$ cat src/rtl/mac_pkg.sv
// ============================================================================
// Module   : mac_pkg
// Purpose  : Shared widths and FSM state encoding for the dot-product
//            sequencer that feeds the 16-bit MAC with a 36-bit accumulator.
// Contents : OPW   - operand width
//            ACCW  - accumulator / result width
//            state_t - sequencer state encoding (IDLE, STREAM, DRAIN, DONE)
// Revision : 1.0 - initial release
// ============================================================================
`default_nettype none

package mac_pkg;

    localparam int OPW  = 16;
    localparam int ACCW = 36;

    localparam int C_STATE_W = 2;

    typedef enum logic [C_STATE_W-1:0] {
        IDLE   = 2'd0,
        STREAM = 2'd1,
        DRAIN  = 2'd2,
        DONE   = 2'd3
    } state_t;

endpackage

`default_nettype wire

$ cat src/rtl/mac_dot_seq_fsm.sv
// ============================================================================
// Module   : mac_dot_seq_fsm
// Purpose  : Control path of the dot-product sequencer: state register,
//            beat and drain counters, next-state decode and control strobes.
// Ports    : clk, reset         - clock, asynchronous active-high reset
//            i_start, i_len     - run request and vector length
//            i_in_valid         - operand pair offered
//            i_result_ready     - consumer accepts result
//            o_next_state       - state for the next cycle (drives the
//                                 registered outputs in the top)
//            o_in_ready         - STREAM decode
//            o_beat             - operand pair accepted this cycle
//            o_capture          - sample mac_out into result this cycle
//            o_zero_start       - zero-length run accepted this cycle
// Revision : 1.0 - initial release
// ============================================================================
`default_nettype none

module mac_dot_seq_fsm
    import mac_pkg::*;
#(
    parameter int LEN_W   = 8,
    parameter int MAC_LAT = 1
) (
    input  logic             clk,
    input  logic             reset,
    input  logic             i_start,
    input  logic [LEN_W-1:0] i_len,
    input  logic             i_in_valid,
    input  logic             i_result_ready,
    output state_t           o_next_state,
    output logic             o_in_ready,
    output logic             o_beat,
    output logic             o_capture,
    output logic             o_zero_start
);

    // Drain counter must be able to hold MAC_LAT.
    localparam int C_DRAIN_W = $clog2(MAC_LAT + 2);
    localparam logic [C_DRAIN_W-1:0] C_DRAIN_LAST = C_DRAIN_W'(MAC_LAT);

    state_t               r_state;
    state_t               w_next;
    logic [LEN_W-1:0]     r_len;
    logic [LEN_W-1:0]     r_count;
    logic [C_DRAIN_W-1:0] r_drain;
    logic                 w_last_beat;

    // State register and counters.
    always_ff @(posedge clk or posedge reset) begin
        if (reset) begin
            r_state <= IDLE;
            r_len   <= '0;
            r_count <= '0;
            r_drain <= '0;
        end else begin
            r_state <= w_next;
            if (r_state == IDLE && i_start) begin
                r_len   <= i_len;
                r_count <= '0;
            end else if (o_beat) begin
                r_count <= r_count + LEN_W'(1);
            end
            // Counts DRAIN cycles; resets whenever we are elsewhere.
            if (r_state == DRAIN) begin
                r_drain <= r_drain + C_DRAIN_W'(1);
            end else begin
                r_drain <= '0;
            end
        end
    end

    // r_len is never zero in STREAM, so len-1 cannot underflow there.
    assign w_last_beat = (r_count == (r_len - LEN_W'(1)));

    // Next-state decode.
    always_comb begin
        w_next = r_state;
        case (r_state)
            IDLE: begin
                if (i_start) begin
                    w_next = (i_len == '0) ? DONE : STREAM;
                end
            end
            STREAM: begin
                if (i_in_valid && w_last_beat) begin
                    w_next = DRAIN;
                end
            end
            DRAIN: begin
                if (r_drain == C_DRAIN_LAST) begin
                    w_next = DONE;
                end
            end
            DONE: begin
                if (i_result_ready) begin
                    w_next = IDLE;
                end
            end
            default: w_next = IDLE;
        endcase
    end

    // Control strobes.
    always_comb begin
        o_next_state = w_next;
        o_in_ready   = (r_state == STREAM);
        o_beat       = (r_state == STREAM) && i_in_valid;
        // DRAIN lasts MAC_LAT+1 cycles: one for the operand register, then
        // the MAC latency, so the last product is visible in mac_out here.
        o_capture    = (r_state == DRAIN) && (r_drain == C_DRAIN_LAST);
        o_zero_start = (r_state == IDLE) && i_start && (i_len == '0);
    end

endmodule

`default_nettype wire

$ cat src/rtl/mac_dot_seq.sv
// ============================================================================
// Module   : mac_dot_seq
// Purpose  : Dot-product sequencer upstream of a 16x16 MAC with a 36-bit
//            accumulator. Streams operand pairs into the MAC, then captures
//            the accumulator as the dot-product result.
// Ports    : clk, reset                 - clock, async active-high reset
//            start, len                 - run request, vector length
//            in_valid, in_ready         - operand handshake
//            a_in, b_in                 - unsigned operands
//            mac_a, mac_b, mac_reset    - registered MAC controls
//            mac_out                    - MAC accumulator value
//            result, result_valid,
//            result_ready               - result handshake
//            busy                       - not IDLE
//            ovf                        - (MAC_DOT_SEQ_OVF_EN only) true
//                                         sum exceeded 36 bits
// Config   : MAC_DOT_SEQ_OVF_EN adds the ovf output and a shadow sum.
// Revision : 1.0 - initial release
// ============================================================================
`default_nettype none

module mac_dot_seq
    import mac_pkg::*;
#(
    parameter int LEN_W   = 8,
    parameter int MAC_LAT = 1
) (
    input  logic             clk,
    input  logic             reset,
    input  logic             start,
    input  logic [LEN_W-1:0] len,
    input  logic             in_valid,
    output logic             in_ready,
    input  logic [OPW-1:0]   a_in,
    input  logic [OPW-1:0]   b_in,
    output logic [OPW-1:0]   mac_a,
    output logic [OPW-1:0]   mac_b,
    output logic             mac_reset,
    input  logic [ACCW-1:0]  mac_out,
    output logic [ACCW-1:0]  result,
    output logic             result_valid,
    input  logic             result_ready,
`ifdef MAC_DOT_SEQ_OVF_EN
    output logic             ovf,
`endif
    output logic             busy
);

    state_t w_next_state;
    logic   w_beat;
    logic   w_capture;
    logic   w_zero_start;

    mac_dot_seq_fsm #(
        .LEN_W   (LEN_W),
        .MAC_LAT (MAC_LAT)
    ) u_fsm (
        .clk            (clk),
        .reset          (reset),
        .i_start        (start),
        .i_len          (len),
        .i_in_valid     (in_valid),
        .i_result_ready (result_ready),
        .o_next_state   (w_next_state),
        .o_in_ready     (in_ready),
        .o_beat         (w_beat),
        .o_capture      (w_capture),
        .o_zero_start   (w_zero_start)
    );

    // Registered outputs are decoded from the next state so they line up
    // with the state they describe. Idle cycles feed zero operands so
    // stalls contribute nothing to the accumulator.
    always_ff @(posedge clk or posedge reset) begin
        if (reset) begin
            mac_a        <= '0;
            mac_b        <= '0;
            mac_reset    <= 1'b1;
            result       <= '0;
            result_valid <= 1'b0;
            busy         <= 1'b0;
        end else begin
            mac_a        <= w_beat ? a_in : '0;
            mac_b        <= w_beat ? b_in : '0;
            mac_reset    <= (w_next_state == IDLE) || (w_next_state == DONE);
            result_valid <= (w_next_state == DONE);
            busy         <= (w_next_state != IDLE);
            if (w_capture) begin
                result <= mac_out;
            end else if (w_zero_start) begin
                result <= '0;
            end
        end
    end

`ifdef MAC_DOT_SEQ_OVF_EN
    localparam int C_SHW  = 2 * OPW + LEN_W;
    localparam int C_CMPW = (C_SHW > ACCW) ? C_SHW : ACCW + 1;
    localparam logic [C_CMPW-1:0] C_ACC_MAX = C_CMPW'({ACCW{1'b1}});

    logic [C_SHW-1:0]   r_shadow;
    logic [2*OPW-1:0]   w_prod;
    logic [C_CMPW-1:0]  w_shadow_ext;

    assign w_prod       = {{OPW{1'b0}}, a_in} * {{OPW{1'b0}}, b_in};
    assign w_shadow_ext = C_CMPW'(r_shadow);

    // Exact sum of accepted products; held at zero while idle so every run
    // starts clean.
    always_ff @(posedge clk or posedge reset) begin
        if (reset) begin
            r_shadow <= '0;
            ovf      <= 1'b0;
        end else begin
            if (!busy) begin
                r_shadow <= '0;
            end else if (w_beat) begin
                r_shadow <= r_shadow + C_SHW'(w_prod);
            end
            if (w_capture) begin
                ovf <= (w_shadow_ext > C_ACC_MAX);
            end else if (w_zero_start) begin
                ovf <= 1'b0;
            end
        end
    end
`endif

endmodule

`default_nettype wire

$ cat config.mk
export PLATFORM = sky130hd
export DESIGN_NAME = mac_dot_seq
export DESIGN_NICKNAME = d
export VERILOG_FILES = /design/src/rtl/mac_pkg.sv /design/src/rtl/mac_dot_seq_fsm.sv /design/src/rtl/mac_dot_seq.sv
export SDC_FILE = /design/constraint.sdc
export NUM_CORES = 1
export LEC_CHECK = 0
export BUFFER_PORTS_ARGS = -buffer_cell sky130_fd_sc_hd__buf_4
export CORE_MARGIN = 2
export CORE_UTILIZATION = 45
export CTS_CLUSTER_DIAMETER = 50
export CTS_CLUSTER_SIZE = 24
export DETAILED_ROUTE_END_ITERATION = 7
export PLACE_DENSITY = 0.76
export REMOVE_ABC_BUFFERS = 1
export SLEW_MARGIN = 20
export SYNTH_ARGS = -nofsm -noshare
export SYNTH_HDL_FRONTEND = slang
export SYNTH_SLANG_ARGS = --single-unit
$ cat constraint.sdc
create_clock -name clk -period 8.84 [get_ports clk]
set_clock_uncertainty 0.15 [all_clocks]
set_input_delay 0.884 -clock clk [delete_from_list [all_inputs] [get_ports clk]]
set_output_delay 0.884 -clock clk [all_outputs]
set_load 0.02 [all_outputs]
==> run summary <==
Hpwl dp - 5.87 mm
Worst-Skew Late Latency - 340 ps
Area contributors post-synth - dfrtp_1 (63%), a22o_1 (8.8%), and2_1 (5.9%)
Post-layout util - 65.1%
Worst path arrival time - 2670 ps
Slowest CP cell - a21oi_4
Initial DRT Pass Iterations - 4
Post-route insts no fill - 532
Setup TNS - 0 ps
Period utilization - 28.9%
Post-CTS Hold Fix Bufs - 0
Top cells by count, synth - dfrtp_1 (90), a22o_1 (36), and2_1 (34), nor2_1 (13)
CTS tree - yes
Rel. slew slack - 37.3%
CP endpoint kind - register
Ant diodes - 0
RePlAce Congestion - 0.756
Placed Cells incl. Taps - 516
Final WL - 8.10 mm
Max Cap Violations - 0
Post-route ant nets - 0
Via Count - 2694
Initial antenna violation count - 0
EDFF count, synth - 0
Worst VDD drop - 0.152 mV
Final Net Count - 511
Core area - 0.00773 mm2
Pwr Total - 1.19 mW
Pwr dens - 236 mW/mm2
Minimum clock period - 2550 ps
Post_cts resized - 0
Asr flop ratio synth - 100%
YS warnings - 0
Cts bufs inserted - 9
Mapped Avg Cell Area - 13.0 um2
Run status - completed
CTS Sinks - 91
Cell Rows - 32
Die area - 0.00871 mm2
HP Class - register to register
Num ports - 153
Postcts setup bufs - 0
Worst path required time - 8960 ps
Post-Syn Area - 0.00359 mm2
Critical Path Fanout Max - 36
Yosys reg bits - 91
Area growth syn-to-layout - 40.2%
FF+latch area - 0.00228 mm2
Multi-input gate area - 0.00121 mm2
Post-synth cell types - 47
PortBufs - 152
Synth Instances - 276
Die X-Extent - 93.3 um
WHS - 281 ps
Setup CP Type - input port to register
Clk buf depth - 2
Die Y - 93.3 um
WL/cell - 15.2 um
Grt total ovfl - 0
GR Util All Layers - 18.8%
Slew @ Worst Pin - 939 ps
Vias in the first global route - 2623
Synth Flop Type - dfrtp_1
# fillers - 601
Final setup viols - 0
LEAKAGE - 2.56 nW
Clock transition at path regs - 80 ps
Final Hold Fails - 0
Critical Path, Cell by Cell - buf_4 > nor2b_1 > and2_1 > a21oi_4 > a22o_1
Starting DRT DRC Count - 57
Seq/Total Area, Yosys - 63.5%
Most frequent cell after synthesis - dfrtp_1
DRC - 0
CP max stage delay - 850 ps
Largest area contributor in the netlist - dfrtp_1
Ratio of cells with drive above 1 in the final layout - 43.5%
RSZ-0062 raised after global routing - false
Slew Viols, Final - 0
H-tree depth - 3
Crit start category - input port
Largest net degree at the start of global routing - 92
Vias per cell - 5.06
Initial cell density of the core - 46.5%
Max Fclk - 391 MHz
CTS root buf - clkbuf_8
First-pass GRT wire length - 12.6 mm
Post-synth top area share - 62.7%
area by class of cell:
class                      count  area share (%)
clock buffer                  11            2.81
sequential                    91            45.3
timing repair buffer         154            23.0
tap                          102            2.54
clock inverter                 5            1.67
multi-input combinational    161            24.1
inverter                       8           0.621
metrics by stage:
step / worst slack, ps / instance area (um2)
after floorplan: 5440 / 3510
after global placement: 5790 / 4800
after detailed placement: 5970 / 4800
after CTS: 6320 / 5030
after global routing: 6140 / 5030
final: 6290 / 5030
layout by cell type (no fill, tap or decap), types with 3 or more instances in the layout:
| cell type | count |
|---|---|
| buf_4 | 153 |
| dfrtp_1 | 90 |
| a22o_1 | 36 |
| and2_1 | 34 |
| nor2_1 | 12 |
| clkbuf_8 | 10 |
| inv_1 | 7 |
| nand2_1 | 7 |
| mux2_2 | 6 |
| xnor2_1 | 6 |
| xor2_1 | 6 |
| o21ai_0 | 5 |
| ha_1 | 5 |
| nand4_1 | 3 |
| nor3_1 | 3 |
where the power goes:
part	internal (mW)	leakage, nW	total, mW	switching, mW
combinational	0.166	1.26	0.338	0.172
sequential	0.482	1.20	0.545	0.0632
clock	0.168	0.106	0.305	0.137
final timing paths:
| check | slack [ps] | startpoint | depth (start not counted) | to |
|---|---|---|---|---|
| min reg2reg | 280 | u_fsm.r_drain[0] | 1 | u_fsm.r_drain[0] |
| min | 280 | u_fsm.r_drain[0] | 1 | u_fsm.r_drain[0] |
| min in group asynchronous | 620 | reset | 3 | result[0] |
| max | 6290 | start | 5 | result[1] |
| max in group asynchronous | 7410 | reset | 3 | u_fsm.r_count[2] |
| max reg2reg | 6330 | u_fsm.r_len[0] | 9 | mac_reset |
worst max-delay path: cells and delay by family:
family | cells | cell delay, ps
buffers and inverters | 1 | 110
AND/OR/NAND/NOR | 2 | 560
AO/OA/AOI/OAI | 2 | 1100
layer usage:
| layer | vias up | routed length (um) | track usage [%] |
|---|---|---|---|
| li1 | 1264 | - | - |
| met1 | 1293 | 3430 | 24.9 |
| met2 | 127 | 3870 | 30.1 |
| met3 | 10 | 678 | 4.83 |
| met4 | 0 | 112 | 6.74 |
| met5 | - | 0 | 0 |
state kept, by name, summed over array words and instances, names as in the netlist:
register / cells
mac_reset: 1
result_valid: 1
result: 36
mac_b: 16
mac_a: 16
u_fsm.r_count: 8
u_fsm.r_drain: 2
u_fsm.r_len: 8
busy: 1
u_fsm.r_state: 2
logic make-up (layout without fill, tap and decap cells):
family	Yosys count	after routing	synth area share, %
flops	91	91	63.5
simple gates	79	79	13.0
compound gates	58	58	13.7
buf+inv	24	178	3.00
xor+xnor	12	12	2.93
mux	7	7	2.16
fa+ha+maj	5	5	1.74
Note: power is estimated with default switching activity, not from simulation.
